**config.mk**
```make
export PLATFORM = sky130hd
export DESIGN_NAME = sram_like_arbiter
export DESIGN_NICKNAME = d
export VERILOG_FILES = /design/src/rtl/arb_pkg.sv /design/src/rtl/sram_like_arbiter.sv
export SDC_FILE = /design/constraint.sdc
export NUM_CORES = 1
export LEC_CHECK = 0
export BUFFER_PORTS_ARGS = -buffer_cell sky130_fd_sc_hd__buf_2
export CAP_MARGIN = 5
export CORE_MARGIN = 3
export CORE_UTILIZATION = 30
export DETAILED_ROUTE_END_ITERATION = 8
export HOLD_SLACK_MARGIN = 0.05
export PLACE_DENSITY_LB_ADDON = 0.08
export SETUP_SLACK_MARGIN = 0.3
export SKIP_LAST_GASP = 1
export SLEW_MARGIN = 10
export SYNTH_ARGS = -nofsm -noshare
export SYNTH_HDL_FRONTEND = slang
export SYNTH_SLANG_ARGS = --single-unit
```
**constraint.sdc**
```tcl
create_clock -name clk -period 2.2 [get_ports clk]
set_clock_uncertainty 0.15 [all_clocks]
set_input_delay 0.33 -clock clk [delete_from_list [all_inputs] [get_ports clk]]
set_output_delay 0.33 -clock clk [all_outputs]
set_load 0.005 [all_outputs]
```
**src/rtl/arb_pkg.sv**
```systemverilog
// Shared types for the SRAM-like port arbiter: FSM states, owner encoding,
// the grant bundle and the default anti-starvation limit.
package arb_pkg;

   typedef enum logic [1:0] {
      IDLE = 2'd0,
      ADDR = 2'd1,
      WAIT = 2'd2
   } arbState_t;

   typedef enum logic {
      OWN_INST = 1'b0,
      OWN_DATA = 1'b1
   } owner_t;

   typedef struct packed {
      logic instWin;
      logic dataWin;
   } grant_t;

   localparam int DEFAULT_STARVE_LIMIT = 4;

endpackage

```
**src/rtl/sram_like_arbiter.sv**
```systemverilog
// Shares one SRAM-like memory port between the instruction-fetch and data
// requesters: one outstanding transaction, data-first with an inst starvation guard.
module sram_like_arbiter
   import arb_pkg::*;
#(
   parameter int ADDR_W       = 32,
   parameter int DATA_W       = 32,
   parameter int STARVE_LIMIT = DEFAULT_STARVE_LIMIT
) (
   input  logic                clk,
   input  logic                reset,
   input  logic                inst_req,
   input  logic [ADDR_W-1:0]   inst_addr,
   output logic                inst_addr_ok,
   output logic                inst_data_ok,
   output logic [DATA_W-1:0]   inst_rdata,
   input  logic                data_req,
   input  logic                data_wr,
   input  logic [DATA_W/8-1:0] data_wstrb,
   input  logic [ADDR_W-1:0]   data_addr,
   input  logic [DATA_W-1:0]   data_wdata,
   output logic                data_addr_ok,
   output logic                data_data_ok,
   output logic [DATA_W-1:0]   data_rdata,
   output logic                mem_req,
   output logic                mem_wr,
   output logic [DATA_W/8-1:0] mem_wstrb,
   output logic [ADDR_W-1:0]   mem_addr,
   output logic [DATA_W-1:0]   mem_wdata,
   input  logic                mem_addr_ok,
   input  logic                mem_data_ok,
   input  logic [DATA_W-1:0]   mem_rdata
);

   localparam int STRB_W = DATA_W / 8;
   localparam int CNT_W  = $clog2(STARVE_LIMIT + 1);
   localparam logic [CNT_W-1:0] STARVE_MAX = CNT_W'(STARVE_LIMIT);

   arbState_t          stateReg;
   arbState_t          stateNext;
   owner_t             ownerReg;
   logic [CNT_W-1:0]   starveCntReg;
   grant_t             grant;
   logic               anyGrant;
   logic               complete;

   logic               memReqReg;
   logic               memWrReg;
   logic [STRB_W-1:0]  memWstrbReg;
   logic [ADDR_W-1:0]  memAddrReg;
   logic [DATA_W-1:0]  memWdataReg;
   logic [DATA_W-1:0]  instRdataReg;
   logic [DATA_W-1:0]  dataRdataReg;
   logic               instDataOkReg;
   logic               dataDataOkReg;

   // Data wins by default; inst wins when alone or once data has starved it.
   function automatic grant_t pickGrant(input logic instReq,
                                        input logic dataReq,
                                        input logic starved);
      grant_t g;
      g.instWin = instReq && (!dataReq || starved);
      g.dataWin = dataReq && !g.instWin;
      return g;
   endfunction

   always_comb begin
      grant = pickGrant(inst_req, data_req, starveCntReg == STARVE_MAX);
      if (stateReg != IDLE) begin
         grant = '0;
      end
   end

   assign anyGrant     = grant.instWin || grant.dataWin;
   assign inst_addr_ok = grant.instWin;
   assign data_addr_ok = grant.dataWin;

   // A response that lands together with the address handshake finishes the transfer too.
   assign complete = ((stateReg == ADDR) && mem_addr_ok && mem_data_ok) ||
                     ((stateReg == WAIT) && mem_data_ok);

   always_comb begin
      stateNext = stateReg;
      case (stateReg)
         IDLE: begin
            if (anyGrant) begin
               stateNext = ADDR;
            end
         end
         ADDR: begin
            if (mem_addr_ok) begin
               stateNext = mem_data_ok ? IDLE : WAIT;
            end
         end
         WAIT: begin
            if (mem_data_ok) begin
               stateNext = IDLE;
            end
         end
         default: stateNext = IDLE;
      endcase
   end

   always_ff @(posedge clk) begin
      if (reset) begin
         stateReg <= IDLE;
         ownerReg <= OWN_INST;
      end else begin
         stateReg <= stateNext;
         if (anyGrant) begin
            ownerReg <= grant.dataWin ? OWN_DATA : OWN_INST;
         end
      end
   end

   // Counts data grants made over a waiting inst request.
   always_ff @(posedge clk) begin
      if (reset) begin
         starveCntReg <= '0;
      end else if (stateReg == IDLE) begin
         if (grant.instWin || !inst_req) begin
            starveCntReg <= '0;
         end else if (grant.dataWin) begin
            starveCntReg <= starveCntReg + CNT_W'(1);
         end
      end
   end

   // Command registers stay frozen from grant until the memory accepts.
   always_ff @(posedge clk) begin
      if (reset) begin
         memReqReg   <= 1'b0;
         memWrReg    <= 1'b0;
         memWstrbReg <= '0;
         memAddrReg  <= '0;
         memWdataReg <= '0;
      end else if (anyGrant) begin
         memReqReg <= 1'b1;
         if (grant.dataWin) begin
            memWrReg    <= data_wr;
            memWstrbReg <= data_wstrb;
            memAddrReg  <= data_addr;
            memWdataReg <= data_wdata;
         end else begin
            memWrReg    <= 1'b0;
            memWstrbReg <= '0;
            memAddrReg  <= inst_addr;
            memWdataReg <= '0;
         end
      end else if ((stateReg == ADDR) && mem_addr_ok) begin
         memReqReg <= 1'b0;
      end
   end

   always_ff @(posedge clk) begin
      if (reset) begin
         instRdataReg  <= '0;
         dataRdataReg  <= '0;
         instDataOkReg <= 1'b0;
         dataDataOkReg <= 1'b0;
      end else begin
         instDataOkReg <= complete && (ownerReg == OWN_INST);
         dataDataOkReg <= complete && (ownerReg == OWN_DATA);
         if (complete && (ownerReg == OWN_INST)) begin
            instRdataReg <= mem_rdata;
         end
         if (complete && (ownerReg == OWN_DATA)) begin
            dataRdataReg <= mem_rdata;
         end
      end
   end

   assign inst_data_ok = instDataOkReg;
   assign inst_rdata   = instRdataReg;
   assign data_data_ok = dataDataOkReg;
   assign data_rdata   = dataRdataReg;
   assign mem_req      = memReqReg;
   assign mem_wr       = memWrReg;
   assign mem_wstrb    = memWstrbReg;
   assign mem_addr     = memAddrReg;
   assign mem_wdata    = memWdataReg;

endmodule

```
==> reports/qor.txt <==
Outcome - finished, final reports clean
Reg2Reg Launch Point - starveCntReg[1]
Worst setup SP type - flop
Worst-path clk slew - 60 ps
Net Count, Synth - 792
Initial core utilization - 30.79%
Total track usage - 17.74%
Post-synthesis mux area share - 10.59%
Simple-gate area share of the yosys netlist - 21.11%
Drt total wl - 20,010 µm
Adder-Cell Fraction of Synth Area - 0.4136%
Final net count - 1,107
Post-Synth XOR/XNOR Area - 0%
CP Data Arrival Time - 1420 ps
Count of clock tree sinks - 142
Placed insts - 1,140
Die outline area - 21,910 µm²
Largest net degree at the start of global routing - 99
Site Rows - 51
Non-filler instance count after layout - 1,244
Peak VDD IR - 450.1 µV
Leak Pwr - 4.072 nW
Synth unique cells - 34
CP max FO - 4
Worst hold endpoint - data_rdata[30]
Root Driver - clkbuf_16
Post-layout min period - 1901 ps
R2r setup slk - 420 ps
Worst hold stages - 3
Worst slew margin - 74.14%
Synth Area in Compound Gates - 15.01%
Cts bufs inserted - 17
Die height - 148.0 µm
Final setup violation count - 0
Largest family of logic cells by synthesized area - simple AND/OR/NAND/NOR gates
CP Capture Type - output pin
Cell area after layout - 9001 µm²
Total grt overflow - 0
Area grow syn2layout - 48.76%
Max Cap Violations - 0
# DRC - 0
Total negative slack - 0 ps
Pwr Total - 0.006532 W
Min Hold Slack - 63.91 ps
Hold Fails Final Rpt - 0
Routability-driven placement congestion ratio - 0.7618
Mean post-synth cell area - 9.295 µm²
CTS max path bufs - 2
Critical path class - flop to output pin
RSZ-0062 raised after global routing - true
Drt pass-1 iters - 4
Initial antenna violation count - 1
Tcrit/Tclk final - 86.43%
Core area - 19,650 µm²
Number of buffers added on ports - 276
Mapped Cells - 651
CTS tree - yes
Io pins - 277
Yosys reg bits - 142
Synth Cell Area - 6051 µm²
Syn. warnings - 0
Vias in the first global route - 6,067
Clk_lat worst skew - 410 ps
Power per cell area - 725.7 nW/µm²
Routed via count - 6,053
Ant. Diodes - 0
Register area share after synthesis - 46.98%
Avg Vias per Cell - 4.866
Cell Area, Placed - 7635 µm²
Die X-Extent - 148.0 µm
Share of layout cells above drive strength 1 - 36.26%
Reg-to-reg endpoint - mem_addr[4]
Worst hold path class - input port to flop
Max frequency - 525.9 MHz
Post-DP HPWL - 13,550 µm
Htree depth - 4
Post-DRT Antenna Nets - 0
HP Start - mem_rdata[30]
WL per Instance - 16.08 µm
CP Data Required Time - 1720 ps
First-pass GRT wire length - 31,480 µm
Max-slew violation count - 0
Worst slew pin tran - 378.1 ps
R2R depth - 7
Drt initial violations - 269
per-stage QoR:
stage               setup slack, ps  utilization (%)
detailed placement            344.2            38.85
floorplan                     572.4                -
finish                        298.6            45.80
CTS                           300.9            45.58
global route                  229.4            45.80
global placement              433.6            38.85
power breakdown:
| group | switching (W) | internal (W) |
|---|---|---|
| Combinational | 0.000499 | 0.000511 |
| Clock | 0.00117 | 0.00157 |
| Sequential | 0.0000726 | 0.00271 |
metal layers:
metal	share of wire [%]	wire [µm]	GRT usage (%)	up-vias
li1	-	-	-	2949
met1	40	8046	20.51	2853
met2	49	9837	30.92	219
met3	8.3	1669	5.549	30
met4	2.2	447	6.374	2
met5	0.035	7	0	-
logic make-up (layout without fill, tap and decap cells):
group / count (synthesis) / count (layout)
and+or+nand+nor: 226 / 226
AOI/OAI and AO/OA: 147 / 147
DFF: 142 / 142
buffers and inverters: 70 / 398
muxes: 64 / 64
adders and majority gates: 2 / 2
cell usage after synthesis (all sizes together):
library cell | n | area share, %
and3b | 1 | 0.14
dfxtp | 142 | 47
buf | 36 | 3.8
o211ai | 2 | 0.48
nand2 | 5 | 0.31
nand2b | 98 | 10
mux2i | 64 | 11
nand3 | 38 | 3.1
nor2 | 5 | 0.35
and3 | 1 | 0.10
or3b | 2 | 0.29
or2 | 2 | 0.21
a2111oi | 32 | 5.1
o21ai | 37 | 3.1
nor3b | 2 | 0.33
nor4b | 1 | 0.14
a21oi | 74 | 6.1
nor3 | 67 | 5.5
o21ba | 1 | 0.17
clkbuf | 31 | 1.9
nand4 | 2 | 0.21
nor2b | 2 | 0.21
inv | 3 | 0.19
ha | 2 | 0.41
a21boi | 1 | 0.12
worst max-delay path by stage:
stage               cells past startpoint  slack, ps            to       startpoint
global placement                        7        430  data_addr_ok  starveCntReg[0]
floorplan                               4        570  inst_addr_ok      stateReg[1]
detailed placement                      4        340   mem_addr[7]      stateReg[0]
CTS                                     7        300  data_addr_ok  starveCntReg[1]
global route                            5        230  inst_addr_ok  starveCntReg[0]
finish                                  5        300  inst_addr_ok  starveCntReg[0]
layout make-up:
cell class / count / area (µm²)
sequential: 142 / 2853
fill: 1955 / 10650
timing repair buffer: 363 / 2326
tap: 265 / 331.6
clock inverter: 15 / 136.4
clock buffer: 17 / 425.4
inverter: 3 / 11.26
multi-input combinational: 439 / 2918
sequential cells by signal (all words and copies together), names as in the netlist, 2 cells and up:
register and flops:
data_rdata 32, inst_rdata 32, mem_addr 32, mem_wdata 32
mem_wstrb 4, starveCntReg 3, stateReg 2
placed cells by master, fill, tap and decap left out, types with 8 or more instances in the layout:
cell / instances
buf_2: 274
clkbuf_16: 17
a2111oi_0: 10
buf_4: 17
buf_12: 8
dlygate4sd3_1: 60
nand2b_1: 98
o21ai_0: 37
mux2i_1: 64
dfxtp_1: 138
a21oi_1: 74
nor3_1: 67
a2111oi_1: 22
nand3_1: 37
critical path, cell delays in order (launching register included):
cell and delay (ps):
dfxtp_2 320, inv_2 70, ha_4 180, a21boi_4 80, nor3b_2 200, buf_2 160
timing repair:
action | CTS | global route
gates resized for setup | 21 | 6
setup endpoints to repair | 2 | 5
hold buffers | 60 | 0
pin swaps | 4 | 2
endpoints found under the hold margin | 75 | 0
gates cloned | 1 | 0
setup buffers | 9 | 2
No activity file was read; power rests on OpenSTA's default activity.
